**config.mk**
```make
export PLATFORM = sky130hd
export DESIGN_NAME = clk_dist_ctrl_flat
export DESIGN_NICKNAME = d
export VERILOG_FILES = /design/src/rtl/clk_dist_pkg.sv /design/src/rtl/clk_dist_ctrl_if.sv /design/src/rtl/clk_dist_ctrl_sync_2ff.sv /design/src/rtl/clk_dist_ctrl.sv /design/src/flat_wrapper.sv
export SDC_FILE = /design/constraint.sdc
export NUM_CORES = 1
export LEC_CHECK = 0
export ABC_CLOCK_PERIOD_IN_PS = 1950
export CAP_MARGIN = 40
export CORE_MARGIN = 3
export CORE_UTILIZATION = 49
export DETAILED_ROUTE_END_ITERATION = 6
export GPL_ROUTABILITY_DRIVEN = 0
export GPL_TIMING_DRIVEN = 0
export PLACE_DENSITY = 0.83
export SLEW_MARGIN = 20
export SYNTH_ARGS = -nofsm -noshare
export SYNTH_HDL_FRONTEND = slang
export SYNTH_HIERARCHICAL = 1
export SYNTH_SLANG_ARGS = --single-unit
```
**constraint.sdc**
```tcl
create_clock -name clk -period 1.95 [get_ports clk]
set_input_delay 0.4875 -clock clk [delete_from_list [all_inputs] [get_ports clk]]
set_output_delay 0.4875 -clock clk [all_outputs]
set_load 0.01 [all_outputs]
```
**src/rtl/clk_dist_pkg.sv**
```systemverilog
// clk_dist_pkg: shared types for the clock distribution sequencer.
//   clk_mode_e       : mode_sel encoding driven to the analog clock block
//   clk_dist_state_e : sequencer state
//   max2()           : helper for sizing the shared cycle counter
package clk_dist_pkg;

    typedef enum logic [1:0] {
        X1   = 2'b00,
        X2   = 2'b01,
        DIV4 = 2'b10,
        DIV2 = 2'b11
    } clk_mode_e;

    typedef enum logic [2:0] {
        S_IDLE,
        S_GATE,
        S_SETTLE,
        S_ENABLE,
        S_LOCK_WAIT,
        S_RUN,
        S_FAIL
    } clk_dist_state_e;

    function automatic int max2(input int a, input int b);
        return (a > b) ? a : b;
    endfunction

endpackage

```
**src/rtl/clk_dist_ctrl_if.sv**
```systemverilog
// clk_dist_ctrl_if: mode-change request handshake.
//   req_valid : request present
//   req_mode  : requested clock mode
//   req_off   : request block off (req_mode ignored)
//   req_ready : sequencer can accept a request
// master drives the request, slave (the sequencer) returns ready.
interface clk_dist_ctrl_if;
    import clk_dist_pkg::*;

    logic      req_valid;
    clk_mode_e req_mode;
    logic      req_off;
    logic      req_ready;

    modport master (output req_valid, output req_mode, output req_off, input req_ready);
    modport slave  (input req_valid, input req_mode, input req_off, output req_ready);
endinterface

```
**src/rtl/clk_dist_ctrl_sync_2ff.sv**
```systemverilog
// sync_2ff: two-flop synchronizer for a slow asynchronous level.
//   clk, rst : destination clock, async active-high reset (output resets to 0)
//   d_i      : asynchronous input
//   q_o      : synchronized output, 2-3 cycles behind d_i
module sync_2ff (
    input  logic clk,
    input  logic rst,
    input  logic d_i,
    output logic q_o
);
    logic meta_q;

    always_ff @(posedge clk or posedge rst) begin
        if (rst) begin
            meta_q <= 1'b0;
            q_o    <= 1'b0;
        end else begin
            meta_q <= d_i;
            q_o    <= meta_q;
        end
    end
endmodule

```
**src/rtl/clk_dist_ctrl.sv**
```systemverilog
// clk_dist_ctrl: sequencer for the x1/x2/div2/div4 clock block.
// Takes mode-change requests and drives clk_en/mode_sel so that mode_sel only
// moves while clk_en is low; in x2 mode waits (with timeout) for DLL lock.
//   clk, rst     : controller clock, async active-high reset
//   req          : request handshake (slave side)
//   dll_locked_i : asynchronous DLL lock flag
//   clk_en_o     : clock block enable
//   mode_sel_o   : clock block mode select
//   running_o    : sequence complete, clock live
//   lock_err_o   : sticky lock failure, cleared by next accepted request
//   lock_lost_o  : one-cycle pulse on lock loss while running x2
// Build option: CLK_DIST_CTRL_RETRY_EN retries lock up to MAX_RETRY times
// before failing; without it the first timeout fails.
module clk_dist_ctrl
    import clk_dist_pkg::*;
#(
    parameter int SETTLE_CYC   = 8,
    parameter int LOCK_TIMEOUT = 1024,
    parameter int MAX_RETRY    = 2
) (
    input  logic             clk,
    input  logic             rst,
    clk_dist_ctrl_if.slave   req,
    input  logic             dll_locked_i,
    output logic             clk_en_o,
    output clk_mode_e        mode_sel_o,
    output logic             running_o,
    output logic             lock_err_o,
    output logic             lock_lost_o
);
    // One spare bit so the settle phase can reach SETTLE_CYC itself.
    localparam int CNT_W = $clog2(max2(SETTLE_CYC, LOCK_TIMEOUT)) + 1;
    localparam logic [CNT_W-1:0] CNT_MAX    = '1;
    localparam logic [CNT_W-1:0] GATE_END   = CNT_W'(SETTLE_CYC - 1);
    localparam logic [CNT_W-1:0] SETTLE_END = CNT_W'(SETTLE_CYC);
    localparam logic [CNT_W-1:0] LOCK_END   = CNT_W'(LOCK_TIMEOUT - 1);

    clk_dist_state_e  state_q, state_d;
    logic [CNT_W-1:0] cnt_q, cnt_d;
    clk_mode_e        mode_q, mode_d;
    clk_mode_e        mode_sel_q, mode_sel_d;
    logic             clk_en_q, clk_en_d;
    logic             ready_q, ready_d;
    logic             running_q, running_d;
    logic             lock_err_q, lock_err_d;
    logic             lock_lost_q, lock_lost_d;

    logic lock_s;
    logic accept;
    logic lock_to;
    logic retry_ok;

    sync_2ff u_lock_sync (
        .clk (clk),
        .rst (rst),
        .d_i (dll_locked_i),
        .q_o (lock_s)
    );

    assign accept  = req.req_valid && ready_q;
    // Terminal count without lock; a lock in the same cycle wins.
    assign lock_to = (state_q == S_LOCK_WAIT) && !lock_s && (cnt_q == LOCK_END);

`ifdef CLK_DIST_CTRL_RETRY_EN
    localparam int RTY_W = (MAX_RETRY > 0) ? $clog2(MAX_RETRY + 1) : 1;
    logic [RTY_W-1:0] retry_q;

    assign retry_ok = int'(retry_q) < MAX_RETRY;

    always_ff @(posedge clk or posedge rst) begin
        if (rst)                      retry_q <= '0;
        else if (accept)              retry_q <= '0;
        else if (lock_to && retry_ok) retry_q <= retry_q + 1'b1;
    end
`else
    logic unused_max_retry;
    assign unused_max_retry = (MAX_RETRY != 0);
    assign retry_ok         = 1'b0;
`endif

    always_comb begin
        state_d     = state_q;
        mode_d      = mode_q;
        mode_sel_d  = mode_sel_q;
        lock_err_d  = lock_err_q;
        lock_lost_d = 1'b0;
        case (state_q)
            S_IDLE: begin
                if (accept) begin
                    lock_err_d = 1'b0;
                    if (!req.req_off) begin
                        mode_d  = req.req_mode;
                        state_d = S_GATE;
                    end
                end
            end
            S_GATE: begin
                if (cnt_q == GATE_END) begin
                    mode_sel_d = mode_q;
                    state_d    = S_SETTLE;
                end
            end
            // Counts past the cycle mode_sel moves, so clk_en stays low for
            // SETTLE_CYC full cycles on either side of the update.
            S_SETTLE: if (cnt_q == SETTLE_END) state_d = S_ENABLE;
            S_ENABLE: state_d = (mode_q == X2) ? S_LOCK_WAIT : S_RUN;
            S_LOCK_WAIT: begin
                if (lock_s) begin
                    state_d = S_RUN;
                end else if (lock_to) begin
                    if (retry_ok) begin
                        state_d = S_GATE;
                    end else begin
                        state_d    = S_FAIL;
                        lock_err_d = 1'b1;
                    end
                end
            end
            S_RUN: begin
                // Only x2 RUN is entered with lock_s high, so low here is a fall.
                if (mode_q == X2 && !lock_s) begin
                    lock_lost_d = 1'b1;
                    state_d     = S_GATE;
                end
                // A request overrides the relock target; the pulse above stays.
                if (accept) begin
                    lock_err_d = 1'b0;
                    if (req.req_off) begin
                        state_d = S_IDLE;
                    end else begin
                        mode_d  = req.req_mode;
                        state_d = S_GATE;
                    end
                end
            end
            S_FAIL:  state_d = S_IDLE;
            default: state_d = S_IDLE;
        endcase

        if (state_d != state_q) cnt_d = '0;
        else if (cnt_q == CNT_MAX) cnt_d = cnt_q;
        else cnt_d = cnt_q + 1'b1;

        clk_en_d  = (state_d == S_ENABLE) || (state_d == S_LOCK_WAIT) || (state_d == S_RUN);
        ready_d   = (state_d == S_IDLE) || (state_d == S_RUN);
        running_d = (state_d == S_RUN);
    end

    always_ff @(posedge clk or posedge rst) begin
        if (rst) begin
            state_q     <= S_IDLE;
            cnt_q       <= '0;
            mode_q      <= X1;
            mode_sel_q  <= X1;
            clk_en_q    <= 1'b0;
            ready_q     <= 1'b1;
            running_q   <= 1'b0;
            lock_err_q  <= 1'b0;
            lock_lost_q <= 1'b0;
        end else begin
            state_q     <= state_d;
            cnt_q       <= cnt_d;
            mode_q      <= mode_d;
            mode_sel_q  <= mode_sel_d;
            clk_en_q    <= clk_en_d;
            ready_q     <= ready_d;
            running_q   <= running_d;
            lock_err_q  <= lock_err_d;
            lock_lost_q <= lock_lost_d;
        end
    end

    assign req.req_ready = ready_q;
    assign clk_en_o      = clk_en_q;
    assign mode_sel_o    = mode_sel_q;
    assign running_o     = running_q;
    assign lock_err_o    = lock_err_q;
    assign lock_lost_o   = lock_lost_q;
endmodule

```
**src/flat_wrapper.sv**
```systemverilog
// flat-port wrapper written by rule: the top's interface ports become plain ports
module clk_dist_ctrl_flat import clk_dist_pkg::*;
#(
    parameter int SETTLE_CYC   = 8,
    parameter int LOCK_TIMEOUT = 1024,
    parameter int MAX_RETRY    = 2
)
  (clk, rst, dll_locked_i, clk_en_o, mode_sel_o, running_o, lock_err_o, lock_lost_o, req_req_valid, req_req_mode, req_req_off, req_req_ready);
  clk_dist_ctrl_if req_i ();
  input  logic clk;
  input  logic rst;
  input  logic dll_locked_i;
  output logic clk_en_o;
  output clk_mode_e mode_sel_o;
  output logic running_o;
  output logic lock_err_o;
  output logic lock_lost_o;
  input wire logic [$bits(req_i.req_valid)-1:0] req_req_valid;
  input wire logic [$bits(req_i.req_mode)-1:0] req_req_mode;
  input wire logic [$bits(req_i.req_off)-1:0] req_req_off;
  output wire logic [$bits(req_i.req_ready)-1:0] req_req_ready;
  assign req_i.req_valid = req_req_valid;
  assign req_i.req_mode = req_req_mode;
  assign req_i.req_off = req_req_off;
  assign req_req_ready = req_i.req_ready;
  clk_dist_ctrl #(.SETTLE_CYC(SETTLE_CYC), .LOCK_TIMEOUT(LOCK_TIMEOUT), .MAX_RETRY(MAX_RETRY)) u_core (.clk(clk), .rst(rst), .req(req_i), .dll_locked_i(dll_locked_i), .clk_en_o(clk_en_o), .mode_sel_o(mode_sel_o), .running_o(running_o), .lock_err_o(lock_err_o), .lock_lost_o(lock_lost_o));
endmodule
```
=== After elaboration in Yosys (flattened, before gate mapping) ===
Cells that the tools add are included.

* Flip-flop bits (word level): 25
* Input bits: 7
* Output and inout bits: 7
* Logic and storage cells: 65

* Add/subtract/negate cells: 1
* Equal/unequal tests: 18
* Mux-type cells: 19
* Bitwise gates (word level): 1
* Reduce and logical (&&, ||, !) cells: 15

{| class="wikitable"
|+ Operators by type and width
! operator !! count
|-
| $mux 3 || 8
|-
| $mux 11 || 2
|-
| $pmux 3 s6 || 1
|-
| $eq 3x3->1 const B || 4
|-
| $add 11x1->11 const B || 1
|-
| $eq 11x10->1 const B || 1
|-
| $eq 11x11->1 const B || 1
|-
| $eq 11x3->1 const B || 1
|-
| $eq 11x4->1 const B || 1
|-
| $eq 3x2->1 const B || 3
|-
| $mux 1 || 7
|-
| $logic_not 3->1 || 2
|-
| $ne 2x1->1 const B || 3
|-
| $logic_and 1x1->1 || 4
|-
| $reduce_and 4->1 || 1
|-
| $eq 3x1->1 const B || 1
|-
| $logic_or 1x1->1 || 3
|-
| $ne 3x3->1 || 1
|-
| $reduce_and 3->1 || 1
|-
| $eq 2x1->1 const B || 1
|-
| $ne 2x2->1 const B || 1
|-
| $pmux 1 s2 || 1
|-
| $reduce_and 2->1 || 1
|-
| $reduce_bool 2->1 || 1
|-
| 3 further kinds || 3
|}

=== Logic depth before layout (Yosys ltp) ===
* Depth after elaboration: 9
* Mapped depth: 8
* Gate-level depth less buffers: 7

=== Hierarchy ===
Netlist, hierarchy kept.

{| class="wikitable"
|+ By module, submodules not included
! module !! instances !! cells an instance !! area an instance (sq um) !! sequential area each (sq um)
|-
| clk_dist_ctrl || 1 || 125 || 1255.0 || 576.8
|-
| sync_2ff || 1 || 3 || 53.8 || 50.0
|}

=== Worst setup path before layout ===
OpenSTA, ideal clock, no wires.

* Path kind: flip-flop to flip-flop
* From: reg u_core.cnt_q[9]
* To: reg u_core.ready_q (netlist: u_core/req.req_ready)
* Data arrival time: 2015 ps
* Data required time: 1868 ps
* Slack: -147 ps
* Stages on the path, launching flop included: 6
* Buffers on the path: 0
* Clock period less this slack: 2097 ps
* Cells stage by stage: dfrtp_1 or4_4 o41ai_4 nor2_1 or3_4 mux2_4

* Longest elaborated chain between the ends: 7
* Elaborated cells between the ends (all ways): 12

{| class="wikitable"
|+ Ends and longest elaborated chain
! item !! RTL line !! text
|-
| from (decl) || clk_dist_ctrl.sv:39 || <nowiki>logic [CNT_W-1:0] cnt_q, cnt_d;</nowiki>
|-
| from (signal assigned) || clk_dist_ctrl.sv:162 || <nowiki>cnt_q <= cnt_d;</nowiki>
|-
| $eq 11x10->1 || clk_dist_ctrl.sv:62 || <nowiki>assign lock_to = (state_q == S_LOCK_WAIT) && !lock_s && (cnt_q == LOCK_END);</nowiki>
|-
| $logic_and 1x1->1 || clk_dist_ctrl.sv:62 ||
|-
| $mux 3 || clk_dist_ctrl.sv:110 || <nowiki>end else if (lock_to) begin</nowiki>
|-
| $mux 3 || clk_dist_ctrl.sv:108 || <nowiki>if (lock_s) begin</nowiki>
|-
| $pmux 3 s6 * || clk_dist_ctrl.sv:87 || <nowiki>case (state_q)</nowiki>
|-
| net u_core.state_d[0] || clk_dist_ctrl.sv:38 || <nowiki>clk_dist_state_e state_q, state_d;</nowiki>
|-
| $eq 3x3->1 / $logic_not 3->1 (equally long branches) || clk_dist_ctrl.sv:145 || <nowiki>ready_d = (state_d == S_IDLE) || (state_d == S_RUN);</nowiki>
|-
| $logic_or 1x1->1 * || clk_dist_ctrl.sv:145 ||
|-
| net u_core.ready_d || clk_dist_ctrl.sv:43 || <nowiki>logic ready_q, ready_d;</nowiki>
|-
| to (signal assigned) || clk_dist_ctrl.sv:166 || <nowiki>ready_q <= ready_d;</nowiki>
|-
| to (decl) || clk_dist_ctrl.sv:43 ||
|}

The timed path passes the listed nets; every way through them passes the cells marked *.
A chain may end at the register's enable or synchronous reset.

=== Worst setup path after layout ===
* From: reg u_core.cnt_q[6]
* To: reg u_core.cnt_q[6]

* Longest elaborated chain between the ends: 7
* Elaborated cells between the ends (all ways): 15

{| class="wikitable"
|+ Ends and longest elaborated chain
! item !! RTL line !! text
|-
| $eq 11x10->1 || clk_dist_ctrl.sv:62 ||
|-
| $logic_and 1x1->1 || clk_dist_ctrl.sv:62 ||
|-
| $mux 3 || clk_dist_ctrl.sv:110 ||
|-
| $mux 3 || clk_dist_ctrl.sv:108 ||
|-
| $pmux 3 s6 || clk_dist_ctrl.sv:87 ||
|-
| $ne 3x3->1 || clk_dist_ctrl.sv:140 || <nowiki>if (state_d != state_q) cnt_d = '0;</nowiki>
|-
| $ne 2x1->1 (no line) / $mux 11 (equally long branches) || -- ||
|}

Several ways; a longest one is shown, not always the timed one. The select of a mux whose other input is x is not followed.

==> summary.md <==
| Metric | Value |
|---|---|
| Share of cells above drive strength 1 | between 30% and 40% |
| Reg power frac | a little over a third |
| Tmin final | between 2 and 2.5 ns |
| Drt pass-1 iters | 5 |
| Kind of cell adding the most delay to the critical path | simple AND/OR/NAND/NOR gates |
| Cts bufs inserted | 3 |
| Starting Density | between 50% and 60% |
| Routed vias | around 1200 |
| Setup TNS | -2.06 ns |
| GRT Total Usage | about a fifth |
| Final worst slack | -0.216 ns |
| # DRC | 0 |
| Wire length per cell | roughly 18 um |
| Max clock buf depth | 2 |
| CTS Root Cell | clkbuf_4 |
| FMAX | about 460 MHz |
| Crit path capture type | register |
| Reg clk slew, reported paths | roughly 0.14 ns |
| Min-delay worst type | input port to asynchronous set/reset pin |
| Final Max Slew Viols | 0 |
| Largest net degree at the start of global routing | 14 |
| FP Rows | 18 |
| CTS Hold Bufs | 0 |
| Vias per cell | around 6.1 |
| Register area share after synthesis | a little under half |
| Final HPWL DP | slightly below 2 mm |
| Yosys warns | 6 |
| Pleak | approximately 0.75 nW |
| Port Buf Inserts | 13 |
| Final clock skew | ~0.0085 ns |
| Most used flip-flop cell after synthesis | dfrtp_1 |
| Failing checks | setup timing |
| Crit path max fanout | 5 |
| Crit path DAT | 2.38 ns |
| Die area | 3330 um2 |
| Dominant combinational cell family by area after synthesis | simple AND/OR/NAND/NOR gates |
| P&R area growth vs syn | 34.5% |
| Status | finished, violations left |
| Post-synthesis mux area share | ~5.4% |
| Synthesis-stage register bit count | 25 |
| Pwr dens | 1170 nW/um2 |
| Crit-path slowest cell | nor4_4 |
| RSZ-0062 raised after global routing | true |
| Most used cell, CP | buf_4 |
| Ant diodes | 0 |
| CTS tree | built |
| Number of antenna violations at the first check in global routing | 0 |
| Synth Area in Compound Gates | slightly above 8% |
| Vias in the first global route | around 1100 |
| P_sw | 0.774 mW |
| Crit Path Class | register to register |
| Crit path cell chain | buf_4 -> nand4_1 -> nor4_4 -> nor3_1 -> o32ai_2 -> buf_4 -> buf_6 -> nor2_1 |
| Overflow after GRT | 0 |
| Worst Path Required | around 2.2 ns |
| Power Total | between 2 and 2.5 mW |
| VDD IR max | 0.792 mV |
| Sw frac | a little under two fifths |
| Clock share of power | 11.0% |
| Post-Synth Adder-Cell Area | under 10% |
| Distinct cell type count after synthesis | between 40 and 50 |
| Final Hold Fails | 0 |
| Post-synthesis xor/xnor area fraction | 5.35% |
| Mapped Nets | roughly 140 |
| EDFF count, synth | 0 |
| Post-Route WL | roughly 3.4 mm |
| CTS H-tree depth | 1 |
| Final #Nets | approximately 170 |
| Die Y | just under 60 um |
| Ports | 14 |
| Setup-failing EPs final | 15 |
| Clock Sinks | 25 |
| Die width | approximately 58 um |
| Post-DRT Antenna Nets | 0 |
| Clock Latency Late Sink | slightly above 0.3 ns |
| First-pass GRT wire length | ~5 mm |
| Relative slew slack | 66.9% |
| Internal power | around 1.3 mW |
| Mapped Area | about 1300 um2 |
| Post-Synth Simple-Gate Area | 28.0% |
| Critical Path Max Stage Delay | about 0.44 ns |
| Worst slew pin tran | just under 0.5 ns |
| Period utilization | 111% |
| CP startpoint kind | register |
| Comb pwr share | between 50% and 60% |
| CP bufs+invs | 3 |
| DR iter-0 viols | between 60 and 70 |
| Gate count after technology mapping | roughly 130 |
| Max Cap Violations | 0 |
| Mean Syn Cell Area | 10.2 um2 |
| FFs w/ async S/R, synth | 100% |
| Core Region | 2500 um2 |
## cells in the final DEF, fill, tap and decap left out, types with 4 or more instances in the layout
master           synthesis  layout
mux2_2                   4       4
nor2_1                  21      17
xnor2_1                  7       7
nand2_1                  7       6
nand3_1                  6       5
inv_1                    7       7
clkdlybuf4s50_1          0      12
dfrtp_1                 24      20
buf_4                    0      14
dfrtp_2                  0       4
nor3_1                   5       4
## state kept, by name, summed over array words and instances (netlist names)
register                   flops
u_core/cnt_q                  11
u_core/state_q                 3
u_core/mode_q                  2
u_core/mode_sel_o              2
u_core/clk_en_o                1
u_core/lock_err_o              1
u_core/lock_lost_o             1
u_core/req.req_ready           1
u_core/running_o               1
u_core/u_lock_sync/meta_q      1
u_core/u_lock_sync/q_o         1
## power by group through the flow
stage,combinational [mW],clock [mW],sequential (mW)
after floorplan,0.566,0,0.726
after global placement,0.768,0,0.717
after detailed placement,0.803,0,0.725
after CTS,0.840,0.233,0.709
after global routing,1.21,0.256,0.735
final,1.11,0.227,0.719
## kinds of logic (layout without fill, tap and decap cells)
logic type / count (synthesis) / after routing
AO/OA/AOI/OAI: 12 / 12
XOR/XNOR: 8 / 8
adder cells (fa/ha/maj): 2 / 2
buffers and inverters: 11 / 45
flip-flops: 25 / 25
multiplexers: 6 / 6
AND/OR/NAND/NOR: 64 / 64
## what timing repair did
| item | in CTS | in global routing |
|---|---|---|
| pin swaps | 6 | 5 |
| buffers inserted | 11 | 4 |
| gates cloned | 0 | 1 |
| gates resized for setup | 6 | 28 |
| endpoints found under the setup margin | 15 | 18 |
## layer usage
layer / vias to the layer above / routed length (um) / track usage [%] / part of all wire [%]
met2: 59 / 1770 / 32.7 / 52
li1: 522 / - / - / -
met4: 0 / 87 / 7.28 / 2.5
met1: 587 / 1360 / 24.4 / 40
met5: - / 0 / 0 / 0
met3: 10 / 209 / 2.90 / 6.1
## worst paths after layout
kind	startpoint	end	slack [ns]	cells past startpoint
max	u_core/cnt_q[6]	u_core/cnt_q[6]	-0.22	8
min	rst	u_core/u_lock_sync/meta_q	0.33	2
max reg2reg	u_core/cnt_q[6]	u_core/cnt_q[6]	-0.22	8
min reg2reg	u_core/u_lock_sync/meta_q	u_core/u_lock_sync/q_o	0.39	0
max in group asynchronous	rst	u_core/req.req_ready	0.90	3
min in group clk	u_core/u_lock_sync/meta_q	u_core/u_lock_sync/q_o	0.39	0
## layout make-up
cell class	instances	area (um2)
plain buffers	3	27.5
clock buffers	4	26.3
fillers	173	739
inverters	7	26.3
multi-input cells	92	737
flip-flops and latches	25	632
well taps	30	37.5
repair buffers	31	274
## Yosys cell counts (all sizes together) (3+ instances only)
cell / instances / share of area [%]
dfrtp: 24 / 46
nor4: 4 / 2.4
xnor2: 7 / 4.7
nand3: 6 / 2.3
nand2: 7 / 2.0
nor2: 21 / 6.0
inv: 7 / 2.0
o21ai: 3 / 1.1
or3: 4 / 2.4
mux2: 5 / 4.6
nand2b: 3 / 1.4
nor3: 5 / 1.9
## worst register-to-register path, stage by stage, from the launching register on
cell,delay (ns)
dfrtp_1,0.40
buf_4,0.14
nand4_1,0.25
nor4_4,0.44
nor3_1,0.11
o32ai_2,0.34
buf_4,0.19
buf_6,0.13
nor2_1,0.07
## per-stage QoR
stage               utilization [%]  setup slack [ns]  area, um2  hold slack (ns)  cells
global route                   70.4            -0.294       1760            0.317    192
detailed placement             60.6            -0.261       1520            0.353    173
CTS                            65.4            -0.162       1640            0.329    187
finish                         70.4            -0.216       1760            0.333    192
global placement               59.8            -0.239       1500            0.336    171
floorplan                         -            -0.118       1330            0.229    128
Note: power is estimated with default switching activity, not from simulation.
